**src/rtl/seg_display_scheduler.sv**
```systemverilog
// Seven-segment digit multiplexer with keypad/switch ownership arbitration.
// Optional inter-digit blanking is enabled by defining SEG_BLANK_EN.
module seg_display_scheduler #(
  parameter int NDIG      = 2,
  parameter int DWELLBITS = 10,
  parameter int BLANKCYC  = 4,
  parameter int TOBITS    = 16
) (
  input  logic                clk1,
  input  logic                reset,
  input  logic [1:0]          mode,
  input  logic                kp_valid,
  input  logic [3:0]          kp_digit,
  input  logic [4*NDIG-1:0]   sw_digits,
  output logic [NDIG-1:0]     enables,
  output logic [3:0]          seg_digit,
  output logic                owner,
  output logic                blank
);

  localparam int IW = (NDIG > 1) ? $clog2(NDIG) : 1;
  localparam int BW = (BLANKCYC > 1) ? $clog2(BLANKCYC) : 1;
  localparam int CW = (DWELLBITS > BW) ? DWELLBITS : BW;
  localparam logic [CW-1:0] DWELL_LAST = CW'((64'd1 << DWELLBITS) - 64'd1);
  localparam logic [IW-1:0] IDX_LAST   = IW'(NDIG - 1);
`ifdef SEG_BLANK_EN
  localparam logic [CW-1:0] BLANK_LAST = CW'(BLANKCYC - 1);
`endif

  typedef enum logic {ST_BLANK, ST_SHOW} state_t;

  state_t              state_reg;
  logic [CW-1:0]       cnt_reg;
  logic [IW-1:0]       idx_reg;
  logic [IW-1:0]       idx_next;
  logic [TOBITS-1:0]   tocnt_reg;
  logic [4*NDIG-1:0]   kh_reg;
  logic [3:0]          cand [NDIG];

  assign idx_next = (idx_reg == IDX_LAST) ? '0 : idx_reg + IW'(1);

  // Candidate digit per position, chosen by the owner registered before the edge.
  genvar gi;
  generate
    for (gi = 0; gi < NDIG; gi++) begin : g_cand
      assign cand[gi] = owner ? kh_reg[4*gi +: 4] : sw_digits[4*gi +: 4];
    end
  endgenerate

  always_ff @(posedge clk1) begin
    if (reset) begin
      kh_reg <= '0;
    end else if (kp_valid) begin
      if (NDIG > 1)
        kh_reg <= {kh_reg[4*NDIG-5:0], kp_digit};
      else
        kh_reg <= {kp_digit};
    end
  end

  always_ff @(posedge clk1) begin
    if (reset) begin
      owner     <= 1'b0;
      tocnt_reg <= '0;
    end else begin
      case (mode)
        2'b01: begin
          owner     <= 1'b1;
          tocnt_reg <= '0;
        end
        2'b10: begin
          // A fresh keypress always reloads, even on the expiry cycle.
          if (kp_valid) begin
            owner     <= 1'b1;
            tocnt_reg <= '1;
          end else if (owner) begin
            if (tocnt_reg == '0)
              owner <= 1'b0;
            else
              tocnt_reg <= tocnt_reg - TOBITS'(1);
          end
        end
        default: begin
          owner     <= 1'b0;
          tocnt_reg <= '0;
        end
      endcase
    end
  end

  always_ff @(posedge clk1) begin
    if (reset) begin
      state_reg <= ST_BLANK;
      cnt_reg   <= '0;
      idx_reg   <= '0;
      enables   <= '0;
      seg_digit <= 4'h0;
      blank     <= 1'b1;
    end else begin
      case (state_reg)
        ST_BLANK: begin
`ifdef SEG_BLANK_EN
          if (cnt_reg == BLANK_LAST) begin
            state_reg <= ST_SHOW;
            cnt_reg   <= '0;
            enables   <= NDIG'(1) << idx_reg;
            seg_digit <= cand[idx_reg];
            blank     <= 1'b0;
          end else begin
            cnt_reg <= cnt_reg + CW'(1);
          end
`else
          state_reg <= ST_SHOW;
          cnt_reg   <= '0;
          enables   <= NDIG'(1) << idx_reg;
          seg_digit <= cand[idx_reg];
          blank     <= 1'b0;
`endif
        end
        default: begin
          if (cnt_reg == DWELL_LAST) begin
            cnt_reg <= '0;
            idx_reg <= idx_next;
`ifdef SEG_BLANK_EN
            state_reg <= ST_BLANK;
            enables   <= '0;
            blank     <= 1'b1;
`else
            // Back-to-back visits: next digit is latched on the same edge.
            enables   <= NDIG'(1) << idx_next;
            seg_digit <= cand[idx_next];
`endif
          end else begin
            cnt_reg <= cnt_reg + CW'(1);
          end
        end
      endcase
    end
  end

endmodule
```
**config.mk**
```make
export PLATFORM = sky130hd
export DESIGN_NAME = seg_display_scheduler
export DESIGN_NICKNAME = d
export VERILOG_FILES = /design/src/rtl/seg_display_scheduler.sv
export SDC_FILE = /design/constraint.sdc
export NUM_CORES = 1
export LEC_CHECK = 0
export ABC_AREA = 1
export BUFFER_PORTS_ARGS = -buffer_cell sky130_fd_sc_hd__buf_2
export CORE_MARGIN = 1
export CORE_UTILIZATION = 35
export DETAILED_ROUTE_END_ITERATION = 7
export PLACE_DENSITY = 0.54
export SKIP_CTS_REPAIR_TIMING = 1
export SYNTH_ARGS = -nofsm -noshare
export SYNTH_HDL_FRONTEND = slang
export SYNTH_SLANG_ARGS = --single-unit
```
**constraint.sdc**
```tcl
create_clock -name clk1 -period 3.1 [get_ports clk1]
set_input_delay 0.62 -clock clk1 [delete_from_list [all_inputs] [get_ports clk1]]
set_output_delay 0.62 -clock clk1 [all_outputs]
set_load 0.01 [all_outputs]
```
# After elaboration in Yosys (flattened, before gate mapping)
# Cells that the tools add are included.
dict set report totals {
  register_bits 44
  in_bits 17
  output_inout_bits 8
  elab_cells 52
}
dict set report op_classes {
  add_sub_neg 3
  n_lt_le_gt_ge 2
  n_eq_ne 5
  shifts 2
  mux 21
  bitwise 4
  n_reduce_logical 6
}
# operator count
set op_table {}
lappend op_table {{$mux W16} 3}
lappend op_table {{$mux W4} 10}
lappend op_table {{$logic_not A16 Y1} 1}
lappend op_table {{$sub A16 B1 Y16 const B} 1}
lappend op_table {{$add A10 B1 Y10 const B} 1}
lappend op_table {{$eq A10 B10 Y1 const B} 1}
lappend op_table {{$mux W1} 5}
lappend op_table {{$ge A2 B2 Y1 const B} 2}
lappend op_table {{$mux W2} 2}
lappend op_table {{$not A1 Y2} 2}
lappend op_table {{$reduce_and A2 Y1} 2}
lappend op_table {{$shl A1 B1 Y2 const A} 2}
lappend op_table {{$reduce_or A3 Y1} 1}
lappend op_table {{$eq A2 B1 Y1 const B} 1}
lappend op_table {{$eq A2 B2 Y1 const B} 1}
lappend op_table {{$ne A2 B1 Y1 const B} 1}
lappend op_table {{$ne A2 B2 Y1 const B} 1}
lappend op_table {{$not A1 Y1} 2}
lappend op_table {{$pmux W1 S2} 1}
lappend op_table {{$reduce_bool A2 Y1} 1}
lappend op_table {{$reduce_or A2 Y1} 1}
lappend op_table {{$add A1 B1 Y1 const B} 1}

# Depth between registers and ports, before layout
# Gate-level depths: netlist of the first run.
dict set report logic_depth {
  ltp_word 8
  mapped_depth 10
  mapped_depth_nobuf 10
}

# Least setup slack after synthesis of the first run
# Ideal clock, no wire load.
dict set report synth_timing {
  path_type {input to register}
  startpoint {input port kp_valid}
  endpoint {register tocnt_reg[11]}
  arrival_ps 1371
  t_required_ps 2968
  slack_ps 1596
  path_stages 7
  cell_sequence {buf_2 -> inv_2 -> buf_2 -> buf_2 -> nand3_1 -> nand2_1 -> a21oi_1}
}
dict set report synth_between {
  elab_chain_cells 2
  elab_cells_between_ends 4
}
# element line
set synth_lines {}
lappend synth_lines {{start, declared} 12} ;# input logic kp_valid,
lappend synth_lines {{$ne A2 B2 Y1 (no source line) or $reduce_bool A2 Y1 (tied branches)} --}
lappend synth_lines {{$reduce_and A2 Y1 (no source line)} --}
lappend synth_lines {{end signal, assigned} 80} ;# tocnt_reg <= tocnt_reg - TOBITS'(1);
lappend synth_lines {{end, declared} 36} ;# logic [TOBITS-1:0] tocnt_reg;
# Several ways; a longest one is shown, not always the timed one.
# A chain may end at the register's enable or synchronous reset.

# Worst setup path in the final report of the first run
dict set report layout_timing {
  startpoint {register owner}
  endpoint {output port owner}
}
# element line
set layout_rtl {}
lappend layout_rtl {{start, declared} 17} ;# output logic owner,
lappend layout_rtl {{start signal, assigned} 63} ;# owner <= 1'b0;
lappend layout_rtl {{start signal, assigned} 68} ;# owner <= 1'b1;
lappend layout_rtl {{start signal, assigned} 74} ;# owner <= 1'b1;
# No word-level cell between the ends.

==> summary.txt, run 1 <==
Status
  • Status: complete, no violations

Worst setup path
  • Crit path max-delay family: flip-flops
  • Worst-path cell chain: buf_2
  • Crit-path slowest cell: dfxtp_1
  • Crit end category: output port
  • Crit-path max FO: 13
  • Buf/Inv on CP: 1
  • Critical path startpoint category: flop
  • Worst EP arrival: 1.25 ns
  • Worst R2R End: tocnt_reg[0]
  • CP Class: reg -> out
  • Worst R2R Start: tocnt_reg[0]
  • Worst reg2reg path depth: 9
  • Worst path max stage delay: 0.71 ns
  • CP required: 2.48 ns
  • Setup slack, reg-to-reg: 1.41 ns

Timing
  • Worst Skew: 0.00592 ns
  • Normalized max-slew margin: 0.577
  • Fin crit share: 0.603
  • Slew @ Worst Pin: 0.634 ns
  • Final Max Slew Viols: 0
  • Setup Viol. Count Final: 0
  • Final hold viol count: 0
  • Setup TNS: 0 ns
  • Max frequency: 535 MHz
  • RSZ-0062 raised after global routing: false
  • Min Tclk post-route: 1.87 ns

Finish
  • Fin util: 0.405
  • Layout area overhead: 12.2%
  • Reg area: 881 sq um
  • Post-Layout Cell Count: 442
  • Fin nets: 385
  • Fillers: 715
  • Area occupied by multi-input gates: 0.00121 sq mm
  • Share of cells above drive strength 1: 0.137
  • # diodes: 0
  • Max reg flops: 16
  • Commonest cells after routing, fill and taps aside: 87 x nand2_1, 50 x nor2_1, 44 x dfxtp_1, 38 x nand3_1, 31 x inv_1
  • Most common cell after layout, fill and taps aside: nand2_1

Hold path
  • Worst Hold End: blank
  • Hold depth: 2
  • Worst hold start: blank
  • HP Class: reg -> reg

Synthesis
  • #FFs+latches synth: 44
  • Async S/R FF share, synth: 0
  • Syn Nets: 364
  • Mapped Cells: 343
  • EDFF count, synth: 0
  • Synthesis Warnings: 0
  • Mapped Area: 0.00228 sq mm
  • Seq/Total Area, Yosys: 0.386
  • Mean Syn Cell Area: 6.65 sq um
  • Most used flip-flop cell after synthesis: dfxtp_1
  • Yosys cell types: 27

Floorplan
  • Die H: 82.8 microns
  • Num ports: 25
  • Core Footprint: 0.00631 sq mm
  • Die Area: 0.00685 sq mm
  • Die span in x: 82.8 microns
  • Initial Util: 0.361
  • FP Rows: 29

Detailed routing
  • Via count: 2,103
  • DR iter-0 viols: 111
  • Detailed-route DRC error count: 0
  • Routed wire length: 4720 microns
  • Pre-antenna DRT Iters: 4
  • Mean number of vias per cell: 4.76
  • Routed WL per cell: 10.7 microns
  • Antenna Nets Post-Route: 0

Placed design
  • Placed Cells: 434
  • I/O Buffers: 24
  • HPWL after detailed placement: 3380 microns
  • Routability congestion estimate: 0.736

GRT
  • First-pass GRT wire length: 7980 microns
  • Initial antenna violation count: 0
  • Vias in the first global route: 1,811
  • Total GRT Usage: 0.151
  • Remaining Overflow, GRT: 0
  • Largest net degree at the start of global routing: 39

CTS
  • CTS buffer count: 5
  • Root Driver: clkbuf_8
  • Worst skew pair latency: 0.30 ns
  • TritonCTS clock tree: yes
  • Reg clk slew, reported paths: 0.09 ns
  • Clock sink count: 44
  • CTS Buffer Depth: 2
  • H-Tree Depth: 2

Pwr
  • Worst vdd ir: 0.232 mV
  • Power Density: 497 mW/mm^2
  • P_leak: 1.17 nW

Flow run
  • Max capacitance violation total: 0
## cell families (layout without fill, tap and decap cells)
logic type	after synthesis	in the layout	share of synthesized area
muxes	4	4	0.0175
adders and majority gates	4	4	0.0219
DFF	44	44	0.386
AOI/OAI and AO/OA	45	45	0.0987
xor gates and xnor gates	3	3	0.0115
buffers and inverters	46	68	0.0855
and+or+nand+nor	197	197	0.379
## cell type report
type / count / share of cell area
multi-input combinational: 253 / 0.471
clock inverter: 2 / 0.0152
sequential: 44 / 0.344
clock buffer: 6 / 0.0323
tap: 77 / 0.0376
inverter: 36 / 0.0528
timing repair buffer: 24 / 0.0469
## how the worst max path moves through the flow
stage / start / to / cells after the start
after detailed placement: kp_valid / tocnt_reg[0] / 5
after floorplan: kp_valid / tocnt_reg[11] / 7
after global routing: owner / owner / 1
after CTS: owner / owner / 1
after global placement: kp_valid / tocnt_reg[0] / 5
final: owner / owner / 1
## Yosys cell counts, types with 4 or more instances
| master | count | area share |
|---|---|---|
| a21oi_1 | 24 | 0.053 |
| buf_2 | 6 | 0.013 |
| dfxtp_1 | 44 | 0.39 |
| ha_1 | 4 | 0.022 |
| inv_1 | 31 | 0.051 |
| inv_2 | 5 | 0.0082 |
| mux2i_1 | 4 | 0.018 |
| nand2_1 | 87 | 0.14 |
| nand3_1 | 38 | 0.083 |
| nor2_1 | 50 | 0.082 |
| o21ai_0 | 16 | 0.035 |
| o21ai_1 | 5 | 0.011 |
## layer usage
layer	GRT usage	vias up	wire length (microns)
met1	0.203	934	2440
met2	0.241	27	2090
met4	0.0466	0	63
met3	0.0297	5	127
li1	-	1137	-
met5	0	-	0
## through the flow
step | worst slack, ns | hold WS, ns | area [sq um] | total power, W
global route | 1.12 | 0.468 | 2560 | 0.00135
global placement | 1.23 | 0.433 | 2440 | 0.000816
CTS | 1.20 | 0.454 | 2560 | 0.00129
detailed placement | 1.22 | 0.437 | 2440 | 0.000817
floorplan | 1.60 | 0.430 | 2280 | 0.000771
finish | 1.23 | 0.455 | 2560 | 0.00127
## power by group
part           switching, W  internal [W]
logic              0.000121     0.0000728
clock network      0.000207      0.000264
registers         0.0000208      0.000588
total              0.000348      0.000924
(Power assumes the default switching activity.)
==> run 2: changes to the inputs <==
--- a/config.mk
+++ b/config.mk
@@ -10,7 +10,7 @@
 export CORE_MARGIN = 1
 export CORE_UTILIZATION = 35
 export DETAILED_ROUTE_END_ITERATION = 7
-export PLACE_DENSITY = 0.54
+export PLACE_DENSITY = 0.56
 export SKIP_CTS_REPAIR_TIMING = 1
 export SYNTH_ARGS = -nofsm -noshare
 export SYNTH_HDL_FRONTEND = slang
==> constraint.sdc (replaced) <==
create_clock -name clk1 -period 1.5 [get_ports clk1]
set_input_delay 0.3 -clock clk1 [delete_from_list [all_inputs] [get_ports clk1]]
set_output_delay 0.3 -clock clk1 [all_outputs]
set_load 0.01 [all_outputs]
==> summary.txt, run 2 (synthesis results as in run 1) <==
Finish
  • Commonest cells after routing, fill and taps aside: 87 x nand2_1, 47 x nor2_1, 41 x dfxtp_1, 37 x nand3_1, 30 x inv_1
  • Fin util: 0.445 (+0.0394)
  • Fin nets: 410 (+6.5%)
  • Layout area overhead: 23.1%
  • Share of cells above drive strength 1: 0.228 (+0.0912)
  • Most common cell after layout, fill and taps aside: nand2_1
  • Fillers: 654 (-8.5%)
  • # diodes: 0 (unchanged)
  • Final instance area: 0.00281 sq mm (+9.7%)
  • Max reg flops: 16 (unchanged)

Timing
  • Worst Skew: 0.00524 ns (-0.000677 ns)
  • Setup Viol. Count Final: 0 (unchanged)
  • Final hold viol count: 0 (unchanged)
  • Hold_ws: 0.213 ns (-0.242 ns)
  • Setup TNS: 0 ns (unchanged)
  • Normalized max-slew margin: 0.733 (+0.157)
  • Slew @ Worst Pin: 0.398 ns (-0.236 ns)
  • Final Max Slew Viols: 0 (unchanged)
  • Min Tclk post-route: 1.41 ns
  • Post-route worst setup slack: 0.0856 ns (-1.15 ns)
  • Max frequency: 707 MHz
  • Fin crit share: 0.943
  • RSZ-0062 raised after global routing: true

Detailed routing
  • Routed wire length: 5180 microns (+9.7%)
  • Via count: 2,229 (+6.0%)
  • DR iter-0 viols: 121 (+9.0%)
  • Antenna Nets Post-Route: 0 (unchanged)
  • Pre-antenna DRT Iters: 4 (unchanged)
  • Detailed-route DRC error count: 0 (unchanged)
  • Mean number of vias per cell: 4.77 (+0.32%)
  • Routed WL per cell: 11.1 microns (+3.8%)

CTS
  • Root Driver: clkbuf_8
  • CTS buffer count: 5 (unchanged)
  • Worst skew pair latency: 0.30 ns (about the same)
  • TritonCTS clock tree: yes
  • Reg clk slew, reported paths: 0.09 ns (about the same)
  • Clock sink count: 44 (unchanged)
  • H-Tree Depth: 2 (unchanged)
  • CTS Buffer Depth: 2 (unchanged)

Pwr
  • P_leak: 1.28 nW (+10%)
  • Worst vdd ir: 0.483 mV (+110%)
  • Sequential share of power: 0.495 (+0.017)
  • Clock power frac: 0.319 (-0.051)
  • Gate power share: 0.186 (+0.034)
  • Power Density: 901 mW/mm^2 (+81%)
  • Int Power: 0.00178 W (+93%)
  • Switch Pwr: 0.000751 W (+120%)
  • Sw frac: 0.297 (+0.0231)

Worst setup path
  • Crit path max-delay family: simple AND/OR/NAND/NOR gates
  • Worst R2R Start: tocnt_reg[4]
  • Worst path depth: 8 (+7)
  • Worst-path cell chain: nor2_2 -> nand2_1 -> nor2_4 -> nand2_2 -> nand2_4 -> buf_4 -> nand3_1 -> a21oi_1
  • CP required: 1.74 ns (-0.74 ns)
  • Worst EP arrival: 1.65 ns (+0.40 ns)
  • Critical path startpoint category: flop
  • Buf/Inv on CP: 1 (unchanged)
  • Crit-path max FO: 6 (-7)
  • Crit end category: flop
  • CP Class: reg -> reg
  • Crit-path slowest cell: dfxtp_1
  • Worst reg2reg path depth: 8 (-1)
  • CP startpoint: tocnt_reg[4]
  • Worst path max stage delay: 0.36 ns (-0.35 ns)

Floorplan
  • Die Area: 0.00685 sq mm (unchanged)
  • Core Footprint: 0.00631 sq mm (unchanged)
  • Num ports: 25 (unchanged)
  • Initial Util: 0.361 (unchanged)
  • Die span in x: 82.8 microns (unchanged)
  • FP Rows: 29 (unchanged)
  • Die H: 82.8 microns (unchanged)

GRT
  • Largest net degree at the start of global routing: 17 (-56%)
  • Remaining Overflow, GRT: 0 (unchanged)
  • Vias in the first global route: 1,984 (+9.6%)
  • Total GRT Usage: 0.164 (+0.0131)
  • Initial antenna violation count: 0 (unchanged)
  • First-pass GRT wire length: 8600 microns (+7.9%)

Placed design
  • Routability congestion estimate: 0.764 (+3.9%)
  • Pre-CTS worst setup slack: 0.0452 ns (-1.18 ns)
  • DP Area: 0.00261 sq mm (+7.1%)
  • I/O Buffers: 24 (unchanged)
  • HPWL after detailed placement: 3670 microns (+8.6%)

Status
  • Status: complete, no violations

Hold path
  • HP Class: in -> reg
  • Hold depth: 3 (+1)
  • Worst hold start: kp_digit[3]

Flow run
  • Max capacitance violation total: 0 (unchanged)
-- run 2: changes by cell type in the layout (fill, tap and decap cells not counted), sizes merged --
cell and change:
buf +24, clkinvlp +2, bufinv -1, clkinv -1, nand2 +1
-- run 2: final cells by class --
| class | instances | area (sq um) | area share |
|---|---|---|---|
| repair buffers | 48 | 308 | 0.110 |
| inverters | 36 | 138 | 0.0490 |
| well taps | 77 | 96.3 | 0.0343 |
| flip-flops and latches | 44 | 885 | 0.315 |
| clock inverters | 2 | 15.0 | 0.00535 |
| multi-input cells | 254 | 1280 | 0.457 |
| clock buffers | 6 | 82.6 | 0.0294 |
-- run 2: through the flow --
step / std cells / total power (W)
global placement: 457 / 0.00172
detailed placement: 457 / 0.00173
CTS: 465 / 0.00254
floorplan: 343 / 0.00159
finish: 467 / 0.00253
global route: 467 / 0.00268
-- run 2: worst reg2reg max path, cell delays in order, from the launching register on --
cell	delay, ns
dfxtp_1	0.36
nor2_2	0.14
nand2_1	0.14
nor2_4	0.12
nand2_2	0.09
nand2_4	0.13
buf_4	0.16
nand3_1	0.06
a21oi_1	0.14
-- run 2: path summary, 6_finish.rpt --
kind,end,slack (ns)
worst min-delay path,kh_reg[3],0.21
worst max register to register,tocnt_reg[13],0.09
worst max-delay path,tocnt_reg[13],0.09
worst min register to register,blank,0.46
-- run 2: metal layers --
metal,vias up,GRT usage,wire (microns)
met1,1010,0.207,2530
met3,7,0.0352,143
met4,0,0.0621,73
met5,-,0,0
met2,28,0.270,2430
li1,1184,-,-
-- run 2: power by group through the flow --
stage | clock, W | combinational [W] | sequential, W
finish | 0.000808 | 0.000471 | 0.00125
global route | 0.000874 | 0.000544 | 0.00126
CTS | 0.000840 | 0.000454 | 0.00125
detailed placement | 0 | 0.000452 | 0.00128
global placement | 0 | 0.000447 | 0.00128
floorplan | 0 | 0.000315 | 0.00128
